`src/rtl/mem_agent_rd_engine_if.sv`:
```
// AXI4 read-channel bundle (AR + R) between the read engine and the memory port.
//   master : driven by the read engine (issues AR, accepts R)
//   slave  : driven by the memory side (accepts AR, returns R)
// Signals: araddr/arlen/arsize/arburst/arvalid/arready on AR,
//          rdata/rresp/rlast/rvalid/rready on R.
interface mem_agent_rd_engine_if #(
    parameter int DATA_WIDTH = 64,
    parameter int ADDR_WIDTH = 32
) ();
    logic [ADDR_WIDTH-1:0] araddr;
    logic [7:0]            arlen;
    logic [2:0]            arsize;
    logic [1:0]            arburst;
    logic                  arvalid;
    logic                  arready;
    logic [DATA_WIDTH-1:0] rdata;
    logic [1:0]            rresp;
    logic                  rlast;
    logic                  rvalid;
    logic                  rready;

    modport master (
        output araddr, arlen, arsize, arburst, arvalid, rready,
        input  arready, rdata, rresp, rlast, rvalid
    );

    modport slave (
        input  araddr, arlen, arsize, arburst, arvalid, rready,
        output arready, rdata, rresp, rlast, rvalid
    );
endinterface

```
`src/rtl/mem_agent_rd_engine.sv`:
```
// AXI4 read-master engine for the memory agent.
// Sweeps [ADDR_BASE, ADDR_HIGH) with fixed-length INCR bursts, keeping up to
// OUTSTANDING_MAX bursts in flight, and forwards every returned beat to a
// downstream FIFO. Supports single-pass and looping sweeps plus debug counters.
// Ports:
//   clk, rst_n        clock, synchronous active-low reset
//   start/stop/loop_en sweep control (start pulse, stop level, wrap enable)
//   busy, done        status (busy in ISSUE/DRAIN, done one-cycle pulse)
//   m                 AXI AR/R channel bundle (master modport)
//   fifo_wdata/fifo_wrreq/fifo_full  downstream FIFO write port
//   outstanding       bursts currently in flight
//   dbg_ar_cnt/dbg_beat_cnt/dbg_err_cnt  event counters since last start
module mem_agent_rd_engine #(
    parameter int                    DATA_WIDTH      = 64,
    parameter int                    ADDR_WIDTH      = 32,
    parameter int                    OUTSTANDING_MAX = 16,
    parameter int                    BURST_LEN       = 16,
    parameter logic [ADDR_WIDTH-1:0] ADDR_BASE       = 32'h4000_0000,
    parameter logic [ADDR_WIDTH-1:0] ADDR_HIGH       = 32'h4000_1000,
    parameter int                    CNT_BITS        = 32
) (
    input  logic                                   clk,
    input  logic                                   rst_n,
    input  logic                                   start,
    input  logic                                   stop,
    input  logic                                   loop_en,
    output logic                                   busy,
    output logic                                   done,
    mem_agent_rd_engine_if.master                  m,
    output logic [DATA_WIDTH-1:0]                  fifo_wdata,
    output logic                                   fifo_wrreq,
    input  logic                                   fifo_full,
    output logic [$clog2(OUTSTANDING_MAX+1)-1:0]   outstanding,
    output logic [CNT_BITS-1:0]                    dbg_ar_cnt,
    output logic [CNT_BITS-1:0]                    dbg_beat_cnt,
    output logic [CNT_BITS-1:0]                    dbg_err_cnt
);
    localparam int OUT_W       = $clog2(OUTSTANDING_MAX + 1);
    localparam int BURST_BYTES = BURST_LEN * DATA_WIDTH / 8;

    typedef enum logic [1:0] {
        IDLE  = 2'd0,
        ISSUE = 2'd1,
        DRAIN = 2'd2,
        DONE  = 2'd3
    } state_t;

    state_t                  state_reg, state_next;
    logic [ADDR_WIDTH-1:0]   araddr_reg, araddr_next;
    logic                    arvalid_reg, arvalid_next;
    logic [OUT_W-1:0]        outstanding_reg, outstanding_next;
    logic [CNT_BITS-1:0]     ar_cnt_reg, beat_cnt_reg, err_cnt_reg;
    logic                    clr_cnt;

    logic                    ar_hs, r_hs, rlast_hs;
    logic [ADDR_WIDTH:0]     addr_sum;
    logic                    addr_wrap;
    logic [ADDR_WIDTH-1:0]   addr_adv;

    // R path is purely combinational: the FIFO's full flag is the only
    // back-pressure, so beats flow in every state, including IDLE.
    assign m.rready   = ~fifo_full;
    assign fifo_wrreq = m.rvalid & ~fifo_full;
    assign fifo_wdata = m.rdata;

    assign m.araddr  = araddr_reg;
    assign m.arvalid = arvalid_reg;
    assign m.arlen   = 8'(BURST_LEN - 1);
    assign m.arsize  = 3'($clog2(DATA_WIDTH / 8));
    assign m.arburst = 2'b01;

    assign busy         = (state_reg == ISSUE) || (state_reg == DRAIN);
    assign done         = (state_reg == DONE);
    assign outstanding  = outstanding_reg;
    assign dbg_ar_cnt   = ar_cnt_reg;
    assign dbg_beat_cnt = beat_cnt_reg;
    assign dbg_err_cnt  = err_cnt_reg;

    assign ar_hs    = arvalid_reg & m.arready;
    assign r_hs     = m.rvalid & ~fifo_full;
    assign rlast_hs = r_hs & m.rlast;

    // One extra bit so the compare against ADDR_HIGH cannot be fooled by a
    // window that ends at the top of the address space.
    assign addr_sum  = {1'b0, araddr_reg} + (ADDR_WIDTH+1)'(BURST_BYTES);
    assign addr_wrap = (addr_sum >= {1'b0, ADDR_HIGH});
    assign addr_adv  = addr_wrap ? ADDR_BASE : addr_sum[ADDR_WIDTH-1:0];

    // In-flight tracking; a stray rlast with nothing outstanding is ignored.
    always_comb begin
        outstanding_next = outstanding_reg;
        if (ar_hs && !rlast_hs) begin
            outstanding_next = outstanding_reg + OUT_W'(1);
        end else if (!ar_hs && rlast_hs && (outstanding_reg != '0)) begin
            outstanding_next = outstanding_reg - OUT_W'(1);
        end
    end

    always_comb begin
        state_next  = state_reg;
        araddr_next = araddr_reg;
        clr_cnt     = 1'b0;
        case (state_reg)
            IDLE: begin
                if (start) begin
                    state_next  = ISSUE;
                    araddr_next = ADDR_BASE;
                    clr_cnt     = 1'b1;
                end
            end
            ISSUE: begin
                if (ar_hs) begin
                    araddr_next = addr_adv;
                    if (addr_wrap && !loop_en) begin
                        state_next = DRAIN;
                    end
                end else if (stop && !arvalid_reg) begin
                    state_next = DRAIN;
                end
            end
            DRAIN: begin
                if (outstanding_reg == '0) begin
                    state_next = DONE;
                end
            end
            DONE: begin
                state_next = IDLE;
            end
            default: begin
                state_next = IDLE;
            end
        endcase

        // A pending request is never withdrawn. A fresh one is raised only if
        // the in-flight count after this cycle leaves room for it, which keeps
        // outstanding bounded even though arvalid is registered.
        if (arvalid_reg && !m.arready) begin
            arvalid_next = 1'b1;
        end else begin
            arvalid_next = (state_next == ISSUE) && !stop &&
                           (outstanding_next < OUT_W'(OUTSTANDING_MAX));
        end
    end

    always_ff @(posedge clk) begin
        if (!rst_n) begin
            state_reg       <= IDLE;
            araddr_reg      <= ADDR_BASE;
            arvalid_reg     <= 1'b0;
            outstanding_reg <= '0;
            ar_cnt_reg      <= '0;
            beat_cnt_reg    <= '0;
            err_cnt_reg     <= '0;
        end else begin
            state_reg       <= state_next;
            araddr_reg      <= araddr_next;
            arvalid_reg     <= arvalid_next;
            outstanding_reg <= outstanding_next;
            if (clr_cnt) begin
                ar_cnt_reg   <= '0;
                beat_cnt_reg <= '0;
                err_cnt_reg  <= '0;
            end else begin
                ar_cnt_reg   <= ar_cnt_reg + CNT_BITS'(ar_hs);
                beat_cnt_reg <= beat_cnt_reg + CNT_BITS'(r_hs);
                err_cnt_reg  <= err_cnt_reg + CNT_BITS'(r_hs && (m.rresp != 2'b00));
            end
        end
    end
endmodule

```
`src/flat_wrapper.sv`:
```
// flat-port wrapper written by rule: the top's interface ports become plain ports
module mem_agent_rd_engine_flat 
#(
    parameter int                    DATA_WIDTH      = 64,
    parameter int                    ADDR_WIDTH      = 32,
    parameter int                    OUTSTANDING_MAX = 16,
    parameter int                    BURST_LEN       = 16,
    parameter logic [ADDR_WIDTH-1:0] ADDR_BASE       = 32'h4000_0000,
    parameter logic [ADDR_WIDTH-1:0] ADDR_HIGH       = 32'h4000_1000,
    parameter int                    CNT_BITS        = 32
)
  (clk, rst_n, start, stop, loop_en, busy, done, fifo_wdata, fifo_wrreq, fifo_full, outstanding, dbg_ar_cnt, dbg_beat_cnt, dbg_err_cnt, m_araddr, m_arlen, m_arsize, m_arburst, m_arvalid, m_rready, m_arready, m_rdata, m_rresp, m_rlast, m_rvalid);
  mem_agent_rd_engine_if #(.DATA_WIDTH(DATA_WIDTH), .ADDR_WIDTH(ADDR_WIDTH)) m_i ();
  input  logic clk;
  input  logic rst_n;
  input  logic start;
  input  logic stop;
  input  logic loop_en;
  output logic busy;
  output logic done;
  output logic [DATA_WIDTH-1:0] fifo_wdata;
  output logic fifo_wrreq;
  input  logic fifo_full;
  output logic [$clog2(OUTSTANDING_MAX+1)-1:0] outstanding;
  output logic [CNT_BITS-1:0] dbg_ar_cnt;
  output logic [CNT_BITS-1:0] dbg_beat_cnt;
  output logic [CNT_BITS-1:0] dbg_err_cnt;
  output wire logic [$bits(m_i.araddr)-1:0] m_araddr;
  output wire logic [$bits(m_i.arlen)-1:0] m_arlen;
  output wire logic [$bits(m_i.arsize)-1:0] m_arsize;
  output wire logic [$bits(m_i.arburst)-1:0] m_arburst;
  output wire logic [$bits(m_i.arvalid)-1:0] m_arvalid;
  output wire logic [$bits(m_i.rready)-1:0] m_rready;
  input wire logic [$bits(m_i.arready)-1:0] m_arready;
  input wire logic [$bits(m_i.rdata)-1:0] m_rdata;
  input wire logic [$bits(m_i.rresp)-1:0] m_rresp;
  input wire logic [$bits(m_i.rlast)-1:0] m_rlast;
  input wire logic [$bits(m_i.rvalid)-1:0] m_rvalid;
  assign m_araddr = m_i.araddr;
  assign m_arlen = m_i.arlen;
  assign m_arsize = m_i.arsize;
  assign m_arburst = m_i.arburst;
  assign m_arvalid = m_i.arvalid;
  assign m_rready = m_i.rready;
  assign m_i.arready = m_arready;
  assign m_i.rdata = m_rdata;
  assign m_i.rresp = m_rresp;
  assign m_i.rlast = m_rlast;
  assign m_i.rvalid = m_rvalid;
  mem_agent_rd_engine #(.DATA_WIDTH(DATA_WIDTH), .ADDR_WIDTH(ADDR_WIDTH), .OUTSTANDING_MAX(OUTSTANDING_MAX), .BURST_LEN(BURST_LEN), .ADDR_BASE(ADDR_BASE), .ADDR_HIGH(ADDR_HIGH), .CNT_BITS(CNT_BITS)) u_core (.clk(clk), .rst_n(rst_n), .start(start), .stop(stop), .loop_en(loop_en), .busy(busy), .done(done), .m(m_i), .fifo_wdata(fifo_wdata), .fifo_wrreq(fifo_wrreq), .fifo_full(fifo_full), .outstanding(outstanding), .dbg_ar_cnt(dbg_ar_cnt), .dbg_beat_cnt(dbg_beat_cnt), .dbg_err_cnt(dbg_err_cnt));
endmodule
```
`config.mk`:
```
export PLATFORM = sky130hd
export DESIGN_NAME = mem_agent_rd_engine_flat
export DESIGN_NICKNAME = d
export VERILOG_FILES = /design/src/rtl/mem_agent_rd_engine_if.sv /design/src/rtl/mem_agent_rd_engine.sv /design/src/flat_wrapper.sv
export SDC_FILE = /design/constraint.sdc
export NUM_CORES = 1
export LEC_CHECK = 0
export BUFFER_PORTS_ARGS = -buffer_cell sky130_fd_sc_hd__buf_2
export CELL_PAD_IN_SITES_DETAIL_PLACEMENT = 1
export CELL_PAD_IN_SITES_GLOBAL_PLACEMENT = 1
export CORE_MARGIN = 1
export CORE_UTILIZATION = 30
export CTS_CLUSTER_DIAMETER = 40
export DETAILED_ROUTE_END_ITERATION = 10
export PLACE_DENSITY_LB_ADDON = 0.08
export SKIP_LAST_GASP = 1
export SLEW_MARGIN = 25
export SYNTH_ARGS = -nofsm -noshare
export SYNTH_HDL_FRONTEND = slang
export SYNTH_SLANG_ARGS = --single-unit
export TNS_END_PERCENT = 30
```
`constraint.sdc`:
```
create_clock -name clk -period 3.6 [get_ports clk]
set_clock_uncertainty 0.05 [all_clocks]
set_input_delay 0 -clock clk [delete_from_list [all_inputs] [get_ports clk]]
set_output_delay 0 -clock clk [all_outputs]
set_load 0.03 [all_outputs]
```
* After elaboration in Yosys (flattened, before gate mapping)
Cells that the tools add are included.
** Cells by class
- $add $sub $neg :: 6
- Magnitude comparators :: 2
- Eq/ne operators :: 6
- Mux-type cells :: 15
- Bitwise gates (word level) :: 5
- Reductions and logical operators :: 23
** Operators by type and width (number)
- 32-bit by 1-bit adder with 32-bit output :: 3
- 32-bit two-way mux :: 3
- 32-bit one-hot mux with 2 select lines :: 1
- 32-bit by 8-bit adder with 33-bit output (second input constant) :: 1
- 33-bit by 31-bit greater-or-equal comparator with 1-bit output (second input constant) :: 1
- 2-bit two-way mux :: 5
- 5-bit two-way mux :: 2
- 1-bit logical AND :: 9
- 2-bit one-hot mux with 4 select lines :: 1
- 1-bit logical NOT :: 6
- 5-bit by 1-bit adder with 5-bit output (second input constant) :: 1
- 5-bit logical NOT :: 1
- 5-bit < comparator (second input constant) :: 1
- 5-bit nonzero test :: 1
- 5-bit by 1-bit subtractor with 5-bit output (second input constant) :: 1
- 2-bit by 1-bit equality test with 1-bit output (second input constant) :: 2
- 2-bit equality test (second input constant) :: 2
- 2-bit nonzero test :: 2
- 1-bit AND :: 3
- 1-bit two-way mux :: 3
- 3-bit AND reduction :: 1
- 2-bit logical NOT :: 1
- 2-bit by 1-bit inequality test with 1-bit output (second input constant) :: 1
- 2-bit inequality test (second input constant) :: 1
- other kinds (3) :: 4
** Word-level totals
- Bits in registers :: 136
- Input bits :: 75
- Output and inout port bits :: 215
- Word-level logic and storage cells :: 64

* Logic depth before layout (Yosys ltp)
- Word-level depth :: 10
- Mapped depth :: 12
- Depth with buffers taken out :: 11

* Worst setup path before layout
Ideal clock, no wire load.
- Path type :: register to register
- Start point :: register u_core.araddr_reg[10] (netlist: u_core.m.araddr[10])
- End point :: register u_core.araddr_reg[13] (netlist: u_core.m.araddr[13])
- Setup time :: 74 ps
- Arrival :: 2743 ps
- Required time :: 3476 ps
- Path slack :: 733 ps
- Cell stages (with the launch flop) :: 12
- Buffers on the path :: 3
- Period minus slack after synthesis :: 2867 ps
- Path through :: dfxtp_1 buf_2 nand4_1 or3_1 nor4_1 mux2i_1 o221ai_2 nor4_4 buf_6 buf_6 nand2_1 a31oi_1
** Between the ends
- Longest elaborated chain between the ends :: 5
** Ends and longest elaborated chain
- from (decl) :: RTL line mem_agent_rd_engine.sv:49 : logic [ADDR_WIDTH-1:0] araddr_reg, araddr_next;
- from (signal assigned) :: RTL line mem_agent_rd_engine.sv:156 : araddr_reg <= araddr_next;
- 32-bit by 8-bit adder with 33-bit output * :: RTL line mem_agent_rd_engine.sv:85 : assign addr_sum = {1'b0, araddr_reg} + (ADDR_WIDTH+1)'(BURST_BYTES);
- 33-bit by 31-bit greater-or-equal comparator with 1-bit output :: RTL line mem_agent_rd_engine.sv:86 : assign addr_wrap = (addr_sum >= {1'b0, ADDR_HIGH});
- 32-bit two-way mux * :: RTL line mem_agent_rd_engine.sv:87 : assign addr_adv = addr_wrap ? ADDR_BASE : addr_sum[ADDR_WIDTH-1:0];
- 32-bit two-way mux * :: RTL line mem_agent_rd_engine.sv:112 : if (ar_hs) begin
- 32-bit one-hot mux with 2 select lines * :: RTL line mem_agent_rd_engine.sv:103 : case (state_reg)
Every way passes the cells marked *; elsewhere a longest branch is shown, timed or not. The select of a mux whose other input is x is not followed.
A chain may end at the register's enable or synchronous reset.

* Worst setup path after layout
- Start point :: register u_core.araddr_reg[10] (netlist: u_core.m.araddr[10])
- End point :: register u_core.arvalid_reg (netlist: u_core.m.arvalid)
** Between the ends
- Longest elaborated chain between the ends :: 10
** Ends and longest elaborated chain
- 32-bit by 8-bit adder with 33-bit output :: RTL line mem_agent_rd_engine.sv:85
- 33-bit by 31-bit greater-or-equal comparator with 1-bit output :: RTL line mem_agent_rd_engine.sv:86
- 1-bit logical AND :: RTL line mem_agent_rd_engine.sv:114 : if (addr_wrap && !loop_en) begin
- 2-bit two-way mux :: RTL line mem_agent_rd_engine.sv:114
- 2-bit two-way mux :: RTL line mem_agent_rd_engine.sv:112
- 2-bit one-hot mux with 4 select lines :: RTL line mem_agent_rd_engine.sv:103
- 2-bit by 1-bit equality test with 1-bit output :: RTL line mem_agent_rd_engine.sv:140 : arvalid_next = (state_next == ISSUE) && !stop &&
- 1-bit logical AND (2 in series) :: RTL line mem_agent_rd_engine.sv:140
- 1-bit two-way mux :: RTL line mem_agent_rd_engine.sv:137 : if (arvalid_reg && !m.arready) begin
- to (signal assigned) :: RTL line mem_agent_rd_engine.sv:157 : arvalid_reg <= arvalid_next;
- to (decl) :: RTL line mem_agent_rd_engine.sv:50 : logic arvalid_reg, arvalid_next;
No other way between the ends.

==> qor.yml <==
critPathSlowestCell: "dlygate4sd3_1"
critPathCaptureType: "flip-flop"
avgViaCountPerCell: 4.93
grt-ovfl-total: 0
arrival_ns: 3.66
drc_errors: 0
switching_share_pct: 30.9
cp_cell_sequence: "and4_1, buf_4, a2111oi_0, a41oi_1, a221oi_1, a2bb2oi_2, o21ai_0, a21boi_1, o31ai_1, dlygate4sd3_1"
period_needed_ns: 3.34
clockBufferDepth: 2
setup_viol: 0
rr_startpoint: "u_core.m.araddr[10]"
pwr-share-seq_pct: 37.9
wl_per_cell_um: 16.2
peakVddDrop_mv: 0.210
relSlewSlack_pct: 47.1
ant_nets: 0
holdPathEnd: "u_core.state_reg[0]"
synthToLayoutAreaGrowth_pct: 25.6
p_clk_share_pct: 45.0
dp_hpwl_mm: 15.3
wl_mm: 21.3
p_comb_share_pct: 17.1
initialDrtViolationCount: 204
hp-class: "in -> reg"
cap_violations: 0
antennaDiodeCount: 0
reg2reg_to: "u_core.m.arvalid"
synth-main-ff-cell: "dfxtp_1"
setup.worst_path.class: "reg -> reg"
fin_area_um2: 8800
grt_pass1_wl_mm: 33.7
syn-cell-area_um2: 7010
crit_path_max_fanout: 10
synth_edf_count: 0
ys_warn_count: 0
fill_cells: 2742
start_util_pct: 30.8
cts_tree: "built"
critical_path_cell_count: 10
die_h_um: 155
internal_power_mw: 2.69
cp-start-kind: "flip-flop"
num_vias: 6486
fmaxAchievable_ghz: 0.299
finalCritPeriodShare_pct: 92.9
drive_gt1_share_pct: 20.7
hp-start: "loop_en"
cts_buffers: 17
antenna_found_initial: 0
leakage_nw: 3.64
synth-seq-cells: 129
rsz0062_at_grt: "false"
status: "finished with violations"
synth_common_cells: "dfxtp_1, nor2_1, buf_4, nand2_1, xor2_1"
r2r_slack_ns: 0.26
port_buffers: 141
grt_max_degree: 54
first_pass_iters: 5
drv_slew: 0
worst-path-buf-inv: 2
netSwitchingPower_mw: 1.20
std_cell_rows: 55
clkSlewWorstSetupHoldPaths_ns: 0.07
clk-insertion-delay-late_ns: 0.42
yosysTopAreaCell: "dfxtp_1"
clockRootBuffer: "clkbuf_16"
syn_area_per_cell_um2: 8.24
synth_top_cell_area_share_pct: 36.9
clock-sinks: 129
routabilityCongestion: 0.875
pin_count: 290
post-synth-top-count-cell: "dfxtp_1"
grt_use_total_pct: 17.7
synth.distinct_cells: 57
syn_inst: 850
powerDensity_nw_per_um2: 442
async_flop_share_pct: 0
crit_family: "compound AO/OA/AOI/OAI gates"
ys_seq_area_share_pct: 36.9
synth_top_cells_by_area: "dfxtp_1, buf_4, xor2_1"
placed_area_um2: 7450
max_stage_delay_ns: 0.56
worst_slew_pin_slew_ns: 0.791
whs_path_depth: 5
critPathRequiredTime_ns: 3.91
r2r_cells: 10
whs_ns: -0.00729
dieWidth_um: 155
coreArea_um2: 22800
dieArea_um2: 24000
nNetsFinal: 1077
grt_pass1_vias: 6426
htreeDepth: 4
violations: "hold timing"
fin_setup_tns_ns: 0
hold_viol: 1
## what timing repair did
action                                  CTS  global route
setup buffers                             0             5
hold buffers                             67             0
resized for setup                         0            11
hold endpoints to repair                 67             0
endpoints found under the setup margin    0             1
## metrics by stage
step / instances / hold slack, ns / power, mW / util [%] / setup slack, ns
floorplan: 868 / 0.0598 / 2.01 / - / 0.733
global placement: 1211 / -0.0498 / 2.02 / 32.7 / 0.554
detailed placement: 1211 / -0.0498 / 2.04 / 32.7 / 0.377
CTS: 1310 / 0.0125 / 3.96 / 38.2 / 0.0585
global route: 1315 / 0.0262 / 4.08 / 38.6 / 0.0446
finish: 1315 / -0.00729 / 3.89 / 38.6 / 0.255
## kinds of logic (layout without fill, tap and decap cells)
group	Yosys count	count (layout)	share of synthesized area, %
adders and majority gates	13	13	2.32
buffers and inverters	143	277	12.8
muxes	4	4	0.589
xor gates and xnor gates	83	83	10.4
DFF	129	129	36.9
and+or+nand+nor	351	351	26.1
AOI/OAI and AO/OA	125	125	10.9
other	2	20	0.107
## cells in the final DEF, fill, tap and decap left out, types with 17 or more instances in the layout
cell type and count:
buf_2 141, dfxtp_1 128, nor2_1 101, dlygate4sd3_1 67, nand2_1 63, xor2_1 53, a21oi_1 43, nand3_1 39
o21ai_0 36, nand4_1 31, xnor2_1 30, and3_1 25, inv_1 23, or3_1 22, conb_1 20, clkbuf_16 17
## layout make-up
| class | count | area (um2) | share of cell area (%) |
|---|---|---|---|
| sequential | 129 | 2580 | 29.4 |
| clock inverter | 13 | 151 | 1.72 |
| timing repair buffer | 222 | 1490 | 17.0 |
| clock buffer | 19 | 443 | 5.03 |
| tap | 313 | 392 | 4.45 |
| multi-input combinational | 596 | 3650 | 41.5 |
| inverter | 23 | 86.3 | 0.981 |
## worst register-to-register path: stages (launching register included)
cell           delay [ns]
dfxtp_1              0.41
and4_1               0.33
buf_4                0.22
a2111oi_0            0.43
a41oi_1              0.15
a221oi_1             0.33
a2bb2oi_2            0.15
o21ai_0              0.29
a21boi_1             0.14
o31ai_1              0.23
dlygate4sd3_1        0.56
## per-layer routing
layer / vias to the layer above / wire (um) / share of wire, % / GRT usage, %
li1: 3123 / - / - / -
met1: 3142 / 9710 / 45 / 22.0
met2: 206 / 10400 / 49 / 30.7
met3: 15 / 1070 / 5.0 / 4.03
met4: 0 / 209 / 0.98 / 4.53
met5: - / 0 / 0 / 0
## power groups by stage
stage	Clock [mW]	Sequential, mW	Combinational [mW]
6_report	1.75	1.48	0.668
5_1_grt	1.87	1.48	0.727
4_1_cts	1.81	1.48	0.678
3_5_place_dp	0	1.51	0.530
3_3_place_gp	0	1.50	0.517
2_1_floorplan	0	1.53	0.483
## how the worst max path moves through the flow
stage	start	end	slack (ns)
final	u_core.m.araddr[10]	u_core.m.arvalid	0.26
after global routing	u_core.m.araddr[14]	u_core.m.arvalid	0.04
after CTS	u_core.m.araddr[7]	u_core.m.arvalid	0.06
after detailed placement	u_core.m.araddr[11]	u_core.m.araddr[27]	0.38
after global placement	u_core.m.araddr[11]	u_core.m.araddr[28]	0.55
after floorplan	u_core.m.araddr[10]	u_core.m.araddr[13]	0.73
Note: power is estimated with default switching activity, not from simulation.
